$ cat src/rtl/sdram_test_monitor_if.sv
// Tester handshake bundle for sdram_test_monitor.
// master: monitor side (drives test_rst, observes status levels).
// slave:  SDRAM self-test side.
interface sdram_test_monitor_if;
    logic test_in_progress;
    logic test_result;
    logic test_rst;

    modport master (
        input  test_in_progress,
        input  test_result,
        output test_rst
    );

    modport slave (
        output test_in_progress,
        output test_result,
        input  test_rst
    );
endinterface

$ cat src/rtl/sdram_test_monitor.sv
// sdram_test_monitor: supervises the SDRAM self-test FSM. Issues start pulses,
// detects completion and hangs, keeps saturating pass/fail tallies and drives
// a status LED.
// Optional feature: define SDRAM_MON_AUTORERUN_EN to rerun automatically
// RERUN_DELAY cycles after a passing test.
module sdram_test_monitor #(
    parameter int unsigned BLINK_DIV       = 24,
    parameter int unsigned START_PULSE_LEN = 8,
    parameter logic [31:0] TIMEOUT_CYCLES  = 32'd0,
    parameter logic [31:0] RERUN_DELAY     = 32'd1000000
) (
    input  logic                 clk,
    input  logic                 rst_n,
    input  logic                 pll_locked,
    input  logic                 start_btn,
    sdram_test_monitor_if.master tst,
    output logic                 led_status,
    output logic                 last_result,
    output logic                 timeout_flag,
    output logic [7:0]           pass_count,
    output logic [7:0]           fail_count,
    output logic [2:0]           mon_state
);

    typedef enum logic [2:0] {
        S_IDLE     = 3'd0,
        S_START    = 3'd1,
        S_WAIT_ACK = 3'd2,
        S_RUNNING  = 3'd3,
        S_DONE     = 3'd4
    } state_t;

    state_t r_state;
    state_t w_next;

    logic        r_btn_d;
    logic        r_tip_d;
    logic        r_tip_seen;
    logic [31:0] r_pulse_cnt;
    logic [31:0] r_to_cnt;
    // Only bits up to BLINK_DIV are ever observed, so a narrower counter
    // toggles those bits exactly as a 32-bit wrapping counter would.
    logic [BLINK_DIV:0] r_blink;
    logic        r_last_result;
    logic        r_timeout_flag;
    logic [7:0]  r_pass_cnt;
    logic [7:0]  r_fail_cnt;

    logic w_tip;
    logic w_btn_rise;
    logic w_pulse_end;
    logic w_active;
    logic w_complete;
    logic w_timeout;
    logic w_rerun_fire;
    logic w_clr_to;

    // All tester-facing inputs are masked while the PLL is unlocked.
    assign w_tip       = tst.test_in_progress & pll_locked;
    assign w_btn_rise  = start_btn & ~r_btn_d & pll_locked;
    assign w_pulse_end = (r_state == S_START) && (r_pulse_cnt == 32'(START_PULSE_LEN - 1));
    assign w_active    = (r_state == S_WAIT_ACK) || (r_state == S_RUNNING);
    assign w_complete  = (r_state == S_RUNNING) && pll_locked && r_tip_d && !tst.test_in_progress;
    // Completion wins over a timeout landing in the same cycle.
    assign w_timeout   = (TIMEOUT_CYCLES != '0) && w_active && pll_locked && !w_complete &&
                         (r_to_cnt == TIMEOUT_CYCLES - 32'd1);
    assign w_clr_to    = ((w_next == S_START) && (r_state != S_START)) ||
                         ((r_state == S_IDLE) && (w_next == S_RUNNING));

`ifdef SDRAM_MON_AUTORERUN_EN
    logic [31:0] r_delay_cnt;

    // Rerun delay advances only while parked in DONE after a pass.
    always_ff @(posedge clk or negedge rst_n) begin
        if (!rst_n) begin
            r_delay_cnt <= '0;
        end else if ((r_state == S_DONE) && r_last_result && (w_next == S_DONE)) begin
            r_delay_cnt <= r_delay_cnt + 32'd1;
        end else begin
            r_delay_cnt <= '0;
        end
    end

    assign w_rerun_fire = (r_state == S_DONE) && r_last_result &&
                          ((r_delay_cnt + 32'd1) >= RERUN_DELAY);
`else
    assign w_rerun_fire = 1'b0;
`endif

    // State register.
    always_ff @(posedge clk or negedge rst_n) begin
        if (!rst_n) begin
            r_state <= S_IDLE;
        end else begin
            r_state <= w_next;
        end
    end

    // Next-state logic; loss of PLL lock overrides everything.
    always_comb begin
        w_next = r_state;
        if (!pll_locked) begin
            w_next = S_IDLE;
        end else begin
            unique case (r_state)
                S_IDLE: begin
                    if (w_tip) begin
                        w_next = S_RUNNING;
                    end else if (w_btn_rise) begin
                        w_next = S_START;
                    end
                end
                S_START: begin
                    if (w_pulse_end) begin
                        w_next = (w_tip || r_tip_seen) ? S_RUNNING : S_WAIT_ACK;
                    end
                end
                S_WAIT_ACK: begin
                    if (w_timeout) begin
                        w_next = S_DONE;
                    end else if (w_tip) begin
                        w_next = S_RUNNING;
                    end
                end
                S_RUNNING: begin
                    if (w_complete || w_timeout) begin
                        w_next = S_DONE;
                    end
                end
                S_DONE: begin
                    if (w_btn_rise || w_rerun_fire) begin
                        w_next = S_START;
                    end
                end
                default: w_next = S_IDLE;
            endcase
        end
    end

    // Moore outputs decoded from the state register.
    always_comb begin
        tst.test_rst = (r_state == S_START);
        mon_state    = r_state;
        led_status   = 1'b0;
        unique case (r_state)
            S_IDLE:                           led_status = 1'b0;
            S_START, S_WAIT_ACK, S_RUNNING:   led_status = r_blink[BLINK_DIV];
            S_DONE:                           led_status = r_last_result ? 1'b1 : r_blink[BLINK_DIV-3];
            default:                          led_status = 1'b0;
        endcase
    end

    // Edge-detect history, pulse length counter and ack-during-pulse latch.
    always_ff @(posedge clk or negedge rst_n) begin
        if (!rst_n) begin
            r_btn_d     <= 1'b0;
            r_tip_d     <= 1'b0;
            r_tip_seen  <= 1'b0;
            r_pulse_cnt <= '0;
        end else begin
            r_btn_d <= start_btn;
            r_tip_d <= w_tip;
            if ((r_state == S_START) && (w_next == S_START)) begin
                r_pulse_cnt <= r_pulse_cnt + 32'd1;
                r_tip_seen  <= r_tip_seen | w_tip;
            end else begin
                r_pulse_cnt <= '0;
                r_tip_seen  <= 1'b0;
            end
        end
    end

    // Hang-detection counter over WAIT_ACK and RUNNING.
    always_ff @(posedge clk or negedge rst_n) begin
        if (!rst_n) begin
            r_to_cnt <= '0;
        end else if (w_clr_to) begin
            r_to_cnt <= '0;
        end else if (w_active && pll_locked) begin
            r_to_cnt <= r_to_cnt + 32'd1;
        end
    end

    // Free-running blink counter.
    always_ff @(posedge clk or negedge rst_n) begin
        if (!rst_n) begin
            r_blink <= '0;
        end else begin
            r_blink <= r_blink + 1'b1;
        end
    end

    // Result latch and saturating tallies; untouched by PLL loss.
    always_ff @(posedge clk or negedge rst_n) begin
        if (!rst_n) begin
            r_last_result  <= 1'b0;
            r_timeout_flag <= 1'b0;
            r_pass_cnt     <= '0;
            r_fail_cnt     <= '0;
        end else if (w_complete) begin
            r_last_result  <= tst.test_result;
            r_timeout_flag <= 1'b0;
            if (tst.test_result) begin
                if (r_pass_cnt != '1) r_pass_cnt <= r_pass_cnt + 8'd1;
            end else begin
                if (r_fail_cnt != '1) r_fail_cnt <= r_fail_cnt + 8'd1;
            end
        end else if (w_timeout) begin
            r_last_result  <= 1'b0;
            r_timeout_flag <= 1'b1;
            if (r_fail_cnt != '1) r_fail_cnt <= r_fail_cnt + 8'd1;
        end else if ((r_state == S_DONE) && (w_next == S_START)) begin
            r_timeout_flag <= 1'b0;
        end
    end

    assign last_result  = r_last_result;
    assign timeout_flag = r_timeout_flag;
    assign pass_count   = r_pass_cnt;
    assign fail_count   = r_fail_cnt;

endmodule

$ cat src/flat_wrapper.sv
// flat-port wrapper written by rule: the top's interface ports become plain ports
module sdram_test_monitor_flat 
#(
    parameter int unsigned BLINK_DIV       = 24,
    parameter int unsigned START_PULSE_LEN = 8,
    parameter logic [31:0] TIMEOUT_CYCLES  = 32'd0,
    parameter logic [31:0] RERUN_DELAY     = 32'd1000000
)
  (clk, rst_n, pll_locked, start_btn, led_status, last_result, timeout_flag, pass_count, fail_count, mon_state, tst_test_in_progress, tst_test_result, tst_test_rst);
  sdram_test_monitor_if tst_i ();
  input  logic clk;
  input  logic rst_n;
  input  logic pll_locked;
  input  logic start_btn;
  output logic led_status;
  output logic last_result;
  output logic timeout_flag;
  output logic [7:0] pass_count;
  output logic [7:0] fail_count;
  output logic [2:0] mon_state;
  input wire logic [$bits(tst_i.test_in_progress)-1:0] tst_test_in_progress;
  input wire logic [$bits(tst_i.test_result)-1:0] tst_test_result;
  output wire logic [$bits(tst_i.test_rst)-1:0] tst_test_rst;
  assign tst_i.test_in_progress = tst_test_in_progress;
  assign tst_i.test_result = tst_test_result;
  assign tst_test_rst = tst_i.test_rst;
  sdram_test_monitor #(.BLINK_DIV(BLINK_DIV), .START_PULSE_LEN(START_PULSE_LEN), .TIMEOUT_CYCLES(TIMEOUT_CYCLES), .RERUN_DELAY(RERUN_DELAY)) u_core (.clk(clk), .rst_n(rst_n), .pll_locked(pll_locked), .start_btn(start_btn), .tst(tst_i), .led_status(led_status), .last_result(last_result), .timeout_flag(timeout_flag), .pass_count(pass_count), .fail_count(fail_count), .mon_state(mon_state));
endmodule
$ cat config.mk
export PLATFORM = sky130hd
export DESIGN_NAME = sdram_test_monitor_flat
export DESIGN_NICKNAME = d
export VERILOG_FILES = /design/src/rtl/sdram_test_monitor_if.sv /design/src/rtl/sdram_test_monitor.sv /design/src/flat_wrapper.sv
export SDC_FILE = /design/constraint.sdc
export NUM_CORES = 1
export LEC_CHECK = 0
export BUFFER_PORTS_ARGS = -buffer_cell sky130_fd_sc_hd__buf_2
export CAP_MARGIN = 20
export CELL_PAD_IN_SITES_DETAIL_PLACEMENT = 0
export CELL_PAD_IN_SITES_GLOBAL_PLACEMENT = 1
export CORE_AREA = 4 4 107 109
export DETAILED_ROUTE_END_ITERATION = 7
export DIE_AREA = 0 0 111 113
export PLACE_DENSITY = 0.74
export SYNTH_ARGS = -nofsm -noshare
export SYNTH_HDL_FRONTEND = slang
export SYNTH_SLANG_ARGS = --single-unit
$ cat constraint.sdc
create_clock -name clk -period 4.29 [get_ports clk]
set_input_delay 0.858 -clock clk [delete_from_list [all_inputs] [get_ports clk]]
set_output_delay 0.858 -clock clk [all_outputs]
set_load 0.05 [all_outputs]
==> impl_metrics.tcl, run 1 <==
set metrics [dict create \
    status "completed" \
    r2r_start "u_core.r_pulse_cnt[0]" \
    period_share 0.560 \
    drtIter0Drc 190 \
    crit_type "flip-flop to primary output" \
    rsz0062_at_grt "no" \
    cp-end-kind "primary output" \
    drc_errors 0 \
    area_delta_synth_final_pct 11.5 \
    synth_common_cells "dfrtp_1 (80), xnor2_1 (29), nor2_1 (26), nand2_1 (24), nand3_1 (22)" \
    antenna_found_initial 0 \
    post_synth_num_cell_types 48 \
    cts_tree "yes" \
    fp.dieH_um 113 \
    io_pins 29 \
    clockBufferDepth 2 \
    routed_wirelength_mm 8.12 \
    diodes 0 \
    portBuffers 27 \
    async_reset_ff_frac 1.00 \
    hold_viol_final 0 \
    htreeDepth 3 \
    synth_top_cell_by_area "dfrtp_1" \
    num-nets-final 425 \
    cts_setup_buffers 0 \
    grt_overflow 0 \
    dr.pass1.iters 4 \
    rrSetupSlack_ns 1.91 \
    cap_violations 0 \
    rr_worst_depth 6 \
    die_area_sq_um 12500 \
    syn_area_sq_um 3990 \
    synth_ff_type "dfrtp_1" \
    grt_max_degree 81 \
    ir_drop_mv 0.123 \
    yosysWarnings 0 \
    slew_viol_final 0 \
    ys_seq_elements 80 \
    die_width_um 111 \
    yosysSeqAreaShare 0.502 \
    p_leak_nw 1.91 \
    row_count 38 \
    r2r-end "u_core.r_pulse_cnt[29]" \
    cp_max_fo 10 \
    required_ns 3.43 \
    max-slew-margin-rel 0.466 \
    fill_cells 1019 \
    hold_path_class "input port to asynchronous set/reset pin" \
    synthTopCellsByArea "dfrtp_1 (50%), xnor2_1 (6.4%), xor2_1 (4.6%)" \
    worst_clock_skew_ns 0.00742 \
    netlist_instances 385 \
    synth_top_area_share 0.502 \
    cts-root-buf "clkbuf_8" \
    synth_most_common_cell "dfrtp_1" \
    cp-endpoint "led_status" \
    dpl_cell_area_sq_um 4240 \
    cp-start-kind "flip-flop" \
    final.setup.tns_ns 0 \
    grt_pass1_vias 2990 \
    synth_area_per_cell_sq_um 10.4 \
    path_clk_slew_ns 0.09 \
    cp-startpoint "u_core.mon_state[0]" \
    avgViaCountPerCell 5.43 \
    tightest_slew_ns 0.800 \
    powerDensity_nw_per_um2 311 \
    grt_pass1_wl_mm 14.2 \
    initial_core_util 0.376 \
    cts_buffers 9 \
    clock_sinks 80 \
    drive_above_1_share 0.138 \
    ctsResizeCount 0 \
    setup_viol 0 \
    synth_edf_count 0 \
    vias 3039 \
    gp_congestion 0.758 \
    finalInstanceArea_sq_um 4450 \
    insertion_delay_ns 0.36 \
    place_hpwl_mm 5.38 \
    wl_per_cell_um 14.5 \
    synthesis.nets 395 \
    critPathArrivalTime_ns 1.54 \
    fmax_mhz 417 \
    cts_hold_buf 0 \
    drtAntennaViolNets 0 \
    coreArea_sq_um 10600 \
    track_usage 0.137 \
    period_minus_slack_ns 2.40 \
]
area by class of cell:
| type | instances | area, sq um | share of cell area |
|---|---|---|---|
| well taps | 140 | 175 | 0.0394 |
| clock buffers | 9 | 124 | 0.0278 |
| flip-flops and latches | 80 | 2000 | 0.450 |
| clock inverters | 7 | 55.1 | 0.0124 |
| repair buffers | 29 | 173 | 0.0388 |
| inverters | 10 | 37.5 | 0.00844 |
| multi-input cells | 285 | 1880 | 0.423 |
registers in the layout, indices dropped and copies added (netlist names), 3 cells and up:
signal              count
u_core.r_blink         25
u_core.r_pulse_cnt     32
u_core.mon_state        3
u_core.pass_count       8
u_core.fail_count       8
worst max-delay path: stages (launching register included):
cell and delay, ns:
dfrtp_1 0.48, nor2_1 0.20, o211ai_1 0.12, o21ai_0 0.09, buf_2 0.28
worst min-delay path by stage:
stage	from	endpoint	slack, ns	depth (start not counted)
after global placement	u_core.r_blink[7]	u_core.r_blink[7]	0.45	1
after detailed placement	u_core.r_blink[7]	u_core.r_blink[7]	0.45	1
after floorplan	u_core.r_blink[7]	u_core.r_blink[7]	0.43	1
after global routing	rst_n	u_core.fail_count[6]	0.40	1
final	rst_n	u_core.r_pulse_cnt[21]	0.40	1
after CTS	u_core.r_blink[7]	u_core.r_blink[7]	0.47	1
logic make-up after synthesis:
logic type | after synthesis | synth area share
and+or+nand+nor | 178 | 0.266
DFF | 80 | 0.502
AOI/OAI and AO/OA | 50 | 0.0765
xor gates and xnor gates | 50 | 0.110
buffers and inverters | 20 | 0.0276
adders and majority gates | 4 | 0.0125
muxes | 2 | 0.00564
other | 1 | 0.000940
power breakdown:
group          leakage (nW)  switching (W)   total, W  internal (W)
logic                 0.727      0.0000639  0.0000841     0.0000201
clock network        0.0919       0.000309   0.000526      0.000217
registers              1.10      0.0000109   0.000773      0.000762
cells in the final DEF, fill, tap and decap left out, types with 2 or more instances in the layout:
master | netlist | routed
nor2b_1 | 2 | 2
ha_1 | 4 | 4
buf_4 | 2 | 2
clkinv_2 | 0 | 2
a21oi_1 | 19 | 19
inv_1 | 10 | 10
nor4_1 | 9 | 9
and4_1 | 9 | 9
or4b_1 | 2 | 2
nand3_2 | 3 | 3
or3_1 | 13 | 13
nand2b_1 | 3 | 3
nor3_1 | 10 | 10
a2111oi_0 | 2 | 2
o31ai_1 | 6 | 6
inv_6 | 0 | 2
and3_1 | 12 | 12
o21ai_0 | 13 | 13
and2_1 | 3 | 3
o41ai_1 | 2 | 2
nand4b_1 | 2 | 2
a21boi_0 | 3 | 3
nor2_1 | 26 | 26
buf_2 | 4 | 26
nand3_1 | 22 | 22
nand2_1 | 24 | 24
nand4_1 | 20 | 20
xor2_1 | 21 | 21
mux2_2 | 2 | 2
xnor2_1 | 29 | 29
or4_1 | 7 | 7
clkbuf_8 | 0 | 9
dfrtp_1 | 80 | 80
nor4_2 | 2 | 2
metrics by stage:
step / hold slack [ns] / cells / power, W / setup WS (ns) / utilization
global route: 0.400 / 560 / 0.00145 / 1.59 / 0.420
CTS: 0.470 / 559 / 0.00141 / 1.87 / 0.417
detailed placement: 0.451 / 543 / 0.000871 / 1.90 / 0.400
finish: 0.397 / 560 / 0.00138 / 1.89 / 0.420
floorplan: 0.434 / 385 / 0.000836 / 1.48 / -
global placement: 0.450 / 543 / 0.000869 / 1.97 / 0.400
metal layers:
| layer | part of all wire | vias up | track usage |
|---|---|---|---|
| met5 | 0 | - | 0 |
| met4 | 0.018 | 0 | 0.0665 |
| met3 | 0.029 | 14 | 0.0332 |
| met2 | 0.45 | 43 | 0.214 |
| met1 | 0.50 | 1515 | 0.180 |
| li1 | - | 1467 | - |
Note: power is estimated with default switching activity, not from simulation.
==> run 2, diff against run 1 <==
--- a/config.mk
+++ b/config.mk
@@ -12,7 +12,7 @@
 export CORE_AREA = 4 4 107 109
 export DETAILED_ROUTE_END_ITERATION = 7
 export DIE_AREA = 0 0 111 113
-export PLACE_DENSITY = 0.74
+export PLACE_DENSITY = 0.76
 export SYNTH_ARGS = -nofsm -noshare
 export SYNTH_HDL_FRONTEND = slang
 export SYNTH_SLANG_ARGS = --single-unit
==> constraint.sdc (replaced) <==
create_clock -name clk -period 2.2 [get_ports clk]
set_input_delay 0.44 -clock clk [delete_from_list [all_inputs] [get_ports clk]]
set_output_delay 0.44 -clock clk [all_outputs]
set_load 0.05 [all_outputs]
==> run 2 against run 1 <==
Against the previous run:
- sequential power grew 95%
- setup slack lost 1.7 ns
- clock power grew 120%
- combinational power grew 99%
- die area is the same
- largest power group unchanged
- register-to-register slack lost 1.7 ns
- cell count grew 0.54%
==> impl_metrics.tcl, run 2 (synthesis gave the netlist of run 1 again) <==
set metrics [dict create \
    cts_buffers 9 \
    initial_core_util 0.376 \
    fp.dieH_um 113 \
    multiInputGateArea_sq_um 1880 \
    max_stage_delay_ns 0.56 \
    fill_cells 1003 \
    sw_frac_of_total 0.248 \
    grt_pass1_vias 2997 \
    worst_clock_skew_ns 0.0118 \
    track_usage 0.138 \
    drtAntennaViolNets 0 \
    path_cells "ha_1, nand3_2, or4_1, or3_1, a21oi_1" \
    r2r_start "u_core.r_pulse_cnt[0]" \
    antenna_found_initial 0 \
    final.setup.tns_ns 0 \
    path_clk_slew_ns 0.09 \
    cap_violations 0 \
    stdcell_count 563 \
    largest_register_ffs 32 \
    dr.pass1.iters 5 \
    io_pins 29 \
    powerDensity_nw_per_um2 626 \
    rr_worst_depth 5 \
    insertion_delay_ns 0.35 \
    cts_setup_buffers 0 \
    cp-start-kind "flip-flop" \
    setup_viol 0 \
    ir_drop_mv 0.264 \
    routed_wirelength_mm 7.92 \
    setup_ws_ns 0.226 \
    cts-root-buf "clkbuf_8" \
    power_w 0.00282 \
    intPower_w 0.00212 \
    cp-end-kind "flip-flop" \
    cp_max_fo 7 \
    portBuffers 27 \
    drc_errors 0 \
    avgViaCountPerCell 5.34 \
    period_minus_slack_ns 1.97 \
    rrSetupSlack_ns 0.23 \
    htreeDepth 3 \
    die_area_sq_um 12500 \
    dp_slack_ns 0.240 \
    area_delta_synth_final_pct 13.0 \
    row_count 38 \
    clockBufferDepth 2 \
    combPwrFrac 0.059 \
    hold_path_class "input port to asynchronous set/reset pin" \
    ctsResizeCount 0 \
    coreArea_sq_um 10600 \
    wl_per_cell_um 14.1 \
    top_register "u_core.r_pulse_cnt" \
    p_leak_nw 1.94 \
    p_seq_frac 0.534 \
    power_frac_clock 0.407 \
    diodes 0 \
    tightest_slew_ns 0.483 \
    vias 3007 \
    die_width_um 111 \
    num-nets-final 428 \
    cp_slowest_cell "or4_1" \
    rsz0062_at_grt "no" \
    crit_type "flip-flop to flip-flop" \
    clock_sinks 80 \
    grt_pass1_wl_mm 14.4 \
    mostFrequentLayoutCells "dfrtp_1 (80), xnor2_1 (29), nor2_1 (26), buf_2 (26), nand2_1 (24)" \
    place_hpwl_mm 5.57 \
    regArea_sq_um 2000 \
    hold_viol_final 0 \
    final_common_cell "dfrtp_1" \
    period_share 0.897 \
    switchingPower_w 0.000701 \
    r2r-end "u_core.r_pulse_cnt[28]" \
    drive_above_1_share 0.144 \
    critPathArrivalTime_ns 2.24 \
    cts_tree "yes" \
    max-slew-margin-rel 0.669 \
    top_regs "u_core.r_pulse_cnt x32, u_core.r_blink x25" \
    fmax_mhz 507 \
    place_inst 547 \
    gp_congestion 0.821 \
    grt_max_degree 37 \
    required_ns 2.47 \
    grt_overflow 0 \
    slew_viol_final 0 \
    drtIter0Drc 179 \
    cts_hold_buf 0 \
    status "completed" \
]
run 2: critical path, delay by kind of cell, from the launching register on:
family,cells,cell delay (ns)
AO/OA/AOI/OAI,1,0.15
adder cells (fa/ha/maj),1,0.26
flip-flops,1,0.42
AND/OR/NAND/NOR,3,1.05
run 2: power by group through the flow:
stage | combinational (W) | clock [W] | sequential [W]
after global placement | 0.000170 | 0 | 0.00154
after global routing | 0.000185 | 0.00127 | 0.00151
after CTS | 0.000171 | 0.00120 | 0.00151
after floorplan | 0.0000548 | 0 | 0.00158
final | 0.000167 | 0.00115 | 0.00151
after detailed placement | 0.000172 | 0 | 0.00154
run 2: final cells by class:
class | instances | area share
Clock buffer | 11 | 0.0336
Timing Repair Buffer | 32 | 0.0444
Inverter | 10 | 0.00832
Clock inverter | 5 | 0.0139
Multi-Input combinational cell | 285 | 0.417
Sequential cell | 80 | 0.444
Tap cell | 140 | 0.0388
run 2: metal layers:
layer / up-vias / track usage / share of wire
li1: 1482 / - / -
met3: 8 / 0.0321 / 0.038
met2: 59 / 0.214 / 0.46
met1: 1458 / 0.190 / 0.49
met5: - / 0 / 0
met4: 0 / 0.0534 / 0.015
run 2: worst max-delay path by stage:
stage	start	endpoint	slack [ns]
6_report	u_core.r_pulse_cnt[0]	u_core.r_pulse_cnt[28]	0.23
5_1_grt	u_core.r_pulse_cnt[0]	u_core.r_pulse_cnt[28]	0.13
4_1_cts	u_core.r_pulse_cnt[0]	u_core.r_pulse_cnt[28]	0.22
3_5_place_dp	u_core.r_pulse_cnt[0]	u_core.r_pulse_cnt[28]	0.24
3_3_place_gp	u_core.r_pulse_cnt[0]	u_core.r_pulse_cnt[28]	0.33
2_1_floorplan	u_core.mon_state[0]	led_status	0.17
run 2: metrics by stage:
| step | util | hold WS, ns | instance area, sq um |
|---|---|---|---|
| after CTS | 0.426 | 0.0225 | 4510 |
| after global routing | 0.426 | 0.0333 | 4510 |
| after detailed placement | 0.405 | 0.411 | 4300 |
| after global placement | 0.405 | 0.406 | 4300 |
| after floorplan | - | 0.144 | 3990 |
| final | 0.426 | 0.0229 | 4510 |
==> run 3, diff against run 2 <==
--- a/config.mk
+++ b/config.mk
@@ -10,9 +10,10 @@
 export CELL_PAD_IN_SITES_DETAIL_PLACEMENT = 0
 export CELL_PAD_IN_SITES_GLOBAL_PLACEMENT = 1
 export CORE_AREA = 4 4 107 109
+export CTS_BUF_LIST = sky130_fd_sc_hd__clkbuf_2
 export DETAILED_ROUTE_END_ITERATION = 7
 export DIE_AREA = 0 0 111 113
-export PLACE_DENSITY = 0.76
+export PLACE_DENSITY = 0.74
 export SYNTH_ARGS = -nofsm -noshare
 export SYNTH_HDL_FRONTEND = slang
 export SYNTH_SLANG_ARGS = --single-unit
==> constraint.sdc (replaced) <==
create_clock -name clk -period 2 [get_ports clk]
set_input_delay 0.6 -clock clk [delete_from_list [all_inputs] [get_ports clk]]
set_output_delay 0.6 -clock clk [all_outputs]
set_load 0.05 [all_outputs]
==> run 3 against run 2 <==
Against the previous run:
- the flow now finishes with violations (setup timing)
- sequential power is 9.9% higher
- via count is 4.6% higher
- wire length is 7.6% higher
- register-to-register slack worse by 0.12 ns
- clock-buffer cell count is 1 lower
- cell count is 3.9% higher
- largest cell class unchanged
- hold slack better by 0.14 ns
- clock skew is 0.040 ns higher
- flip-flop and latch count stayed put
- cell area is 3.9% higher
- sequential share of layout area is 1.5 points lower
==> impl_metrics.tcl, run 3 (synthesis gave the netlist of run 1 again) <==
set metrics [dict create \
    wl_per_cell_um 14.6 \
    multiInputGateArea_sq_um 1920 \
    worst_clock_skew_ns 0.0523 \
    dp_slack_ns 0.0198 \
    cp-start-kind "flip-flop" \
    path_cells "o21ai_0, o21ai_2, buf_6" \
    powerDensity_nw_per_um2 601 \
    cts_tree "yes" \
    gp_congestion 0.806 \
    max_stage_delay_ns 0.51 \
    clockBufferDepth 2 \
    setup_viol 3 \
    violations "setup timing" \
    routed_wirelength_mm 8.52 \
    top_regs "u_core.r_pulse_cnt x32, u_core.r_blink x25" \
    clock_sinks 80 \
    hold_viol_final 0 \
    final_common_cell "dfrtp_1" \
    mostFrequentLayoutCells "dfrtp_1 (74), xnor2_1 (29), nand2_1 (24), nor2_1 (24), buf_4 (23)" \
    die_width_um 111 \
    row_count 38 \
    required_ns 1.40 \
    fill_cells 996 \
    fp.dieH_um 113 \
    drtAntennaViolNets 0 \
    area_delta_synth_final_pct 17.5 \
    top_register "u_core.r_pulse_cnt" \
    track_usage 0.139 \
    avgViaCountPerCell 5.38 \
    drc_errors 0 \
    die_area_sq_um 12500 \
    io_pins 29 \
    drtIter0Drc 253 \
    cp_slowest_cell "dfrtp_2" \
    rrSetupSlack_ns 0.11 \
    vias 3145 \
    grt_pass1_wl_mm 14.3 \
    grt_pass1_vias 2965 \
    r2r-end "u_core.pass_count[7]" \
    place_hpwl_mm 5.82 \
    slew_viol_final 0 \
    insertion_delay_ns 0.57 \
    tightest_slew_ns 0.527 \
    critPathArrivalTime_ns 1.55 \
    crit_type "flip-flop to primary output" \
    regArea_sq_um 2010 \
    setup_ws_ns -0.154 \
    rsz0062_at_grt "yes" \
    hold_path_class "input port to flip-flop" \
    initial_core_util 0.376 \
    largest_register_ffs 32 \
    status "complete, but fails checks" \
    max-slew-margin-rel 0.640 \
    num-nets-final 449 \
    cap_violations 0 \
    ir_drop_mv 0.289 \
    rr_worst_depth 6 \
    p_leak_nw 2.01 \
    portBuffers 27 \
    cts-root-buf "clkbuf_2" \
    r2r_start "u_core.mon_state[1]" \
    htreeDepth 3 \
    path_clk_slew_ns 0.26 \
    drive_above_1_share 0.207 \
    dr.pass1.iters 4 \
    period_share 1.08 \
    cts_buffers 9 \
    cp-end-kind "primary output" \
    cp-endpoint "led_status" \
    antenna_found_initial 0 \
    whs_ns 0.164 \
    grt_max_degree 34 \
    fmax_mhz 464 \
    grt_overflow 0 \
    coreArea_sq_um 10600 \
    cp-startpoint "u_core.mon_state[1]" \
    period_minus_slack_ns 2.15 \
    holdPathStages 1 \
    cp_max_fo 4 \
]
==> run 3: what timing repair did <==
item,4_1_cts,5_1_grt
pin swaps,1,0
hold buffers,1,0
setup endpoints to repair,5,32
buffers inserted,3,8
endpoints found under the hold margin,21,0
resized for setup,11,23
==> run 3: final cells by class <==
type                       instances  area share
antenna                            1    0.000534
clock buffer                      10      0.0107
clock inverter                     6      0.0141
inverter                          10     0.00801
multi-input combinational        285       0.409
sequential                        80       0.429
tap                              140      0.0374
timing repair buffer              53      0.0921
==> run 3: worst min path at each step <==
stage	startpoint	to	slack [ns]
after global placement	u_core.r_blink[7]	u_core.r_blink[7]	0.45
after global routing	start_btn	u_core.r_btn_d	0.10
final	start_btn	u_core.r_btn_d	0.16
after floorplan	rst_n	u_core.fail_count[0]	0.30
after detailed placement	u_core.r_blink[7]	u_core.r_blink[7]	0.45
after CTS	start_btn	u_core.r_btn_d	0.14
==> run 3: metal layers <==
| metal | GRT usage | part of all wire | vias up |
|---|---|---|---|
| met5 | 0 | 0 | - |
| met4 | 0.0476 | 0.013 | 0 |
| met3 | 0.0401 | 0.037 | 9 |
| met2 | 0.216 | 0.46 | 60 |
| met1 | 0.188 | 0.49 | 1557 |
| li1 | - | - | 1519 |
==> run 3: critical path: cells and delay by family (launching register included) <==
family | cells | cell delay, ns
AO/OA/AOI/OAI | 2 | 0.32
buffers and inverters | 1 | 0.16
flip-flops | 1 | 0.51
==> run 3: where the power goes <==
| part | switching (W) | internal (W) |
|---|---|---|
| logic | 0.000152 | 0.0000815 |
| registers | 0.0000228 | 0.00164 |
| clock network | 0.000625 | 0.000297 |
==> run 3: per-stage QoR <==
stage | cells | power [W] | util | area [sq um] | setup TNS [ns]
floorplan | 385 | 0.00179 | - | 4000 | 0
global placement | 556 | 0.00188 | 0.414 | 4380 | 0
detailed placement | 556 | 0.00188 | 0.414 | 4380 | 0
CTS | 576 | 0.00282 | 0.430 | 4560 | -0.351
global route | 584 | 0.00295 | 0.442 | 4690 | -0.665
finish | 585 | 0.00282 | 0.442 | 4690 | -0.346
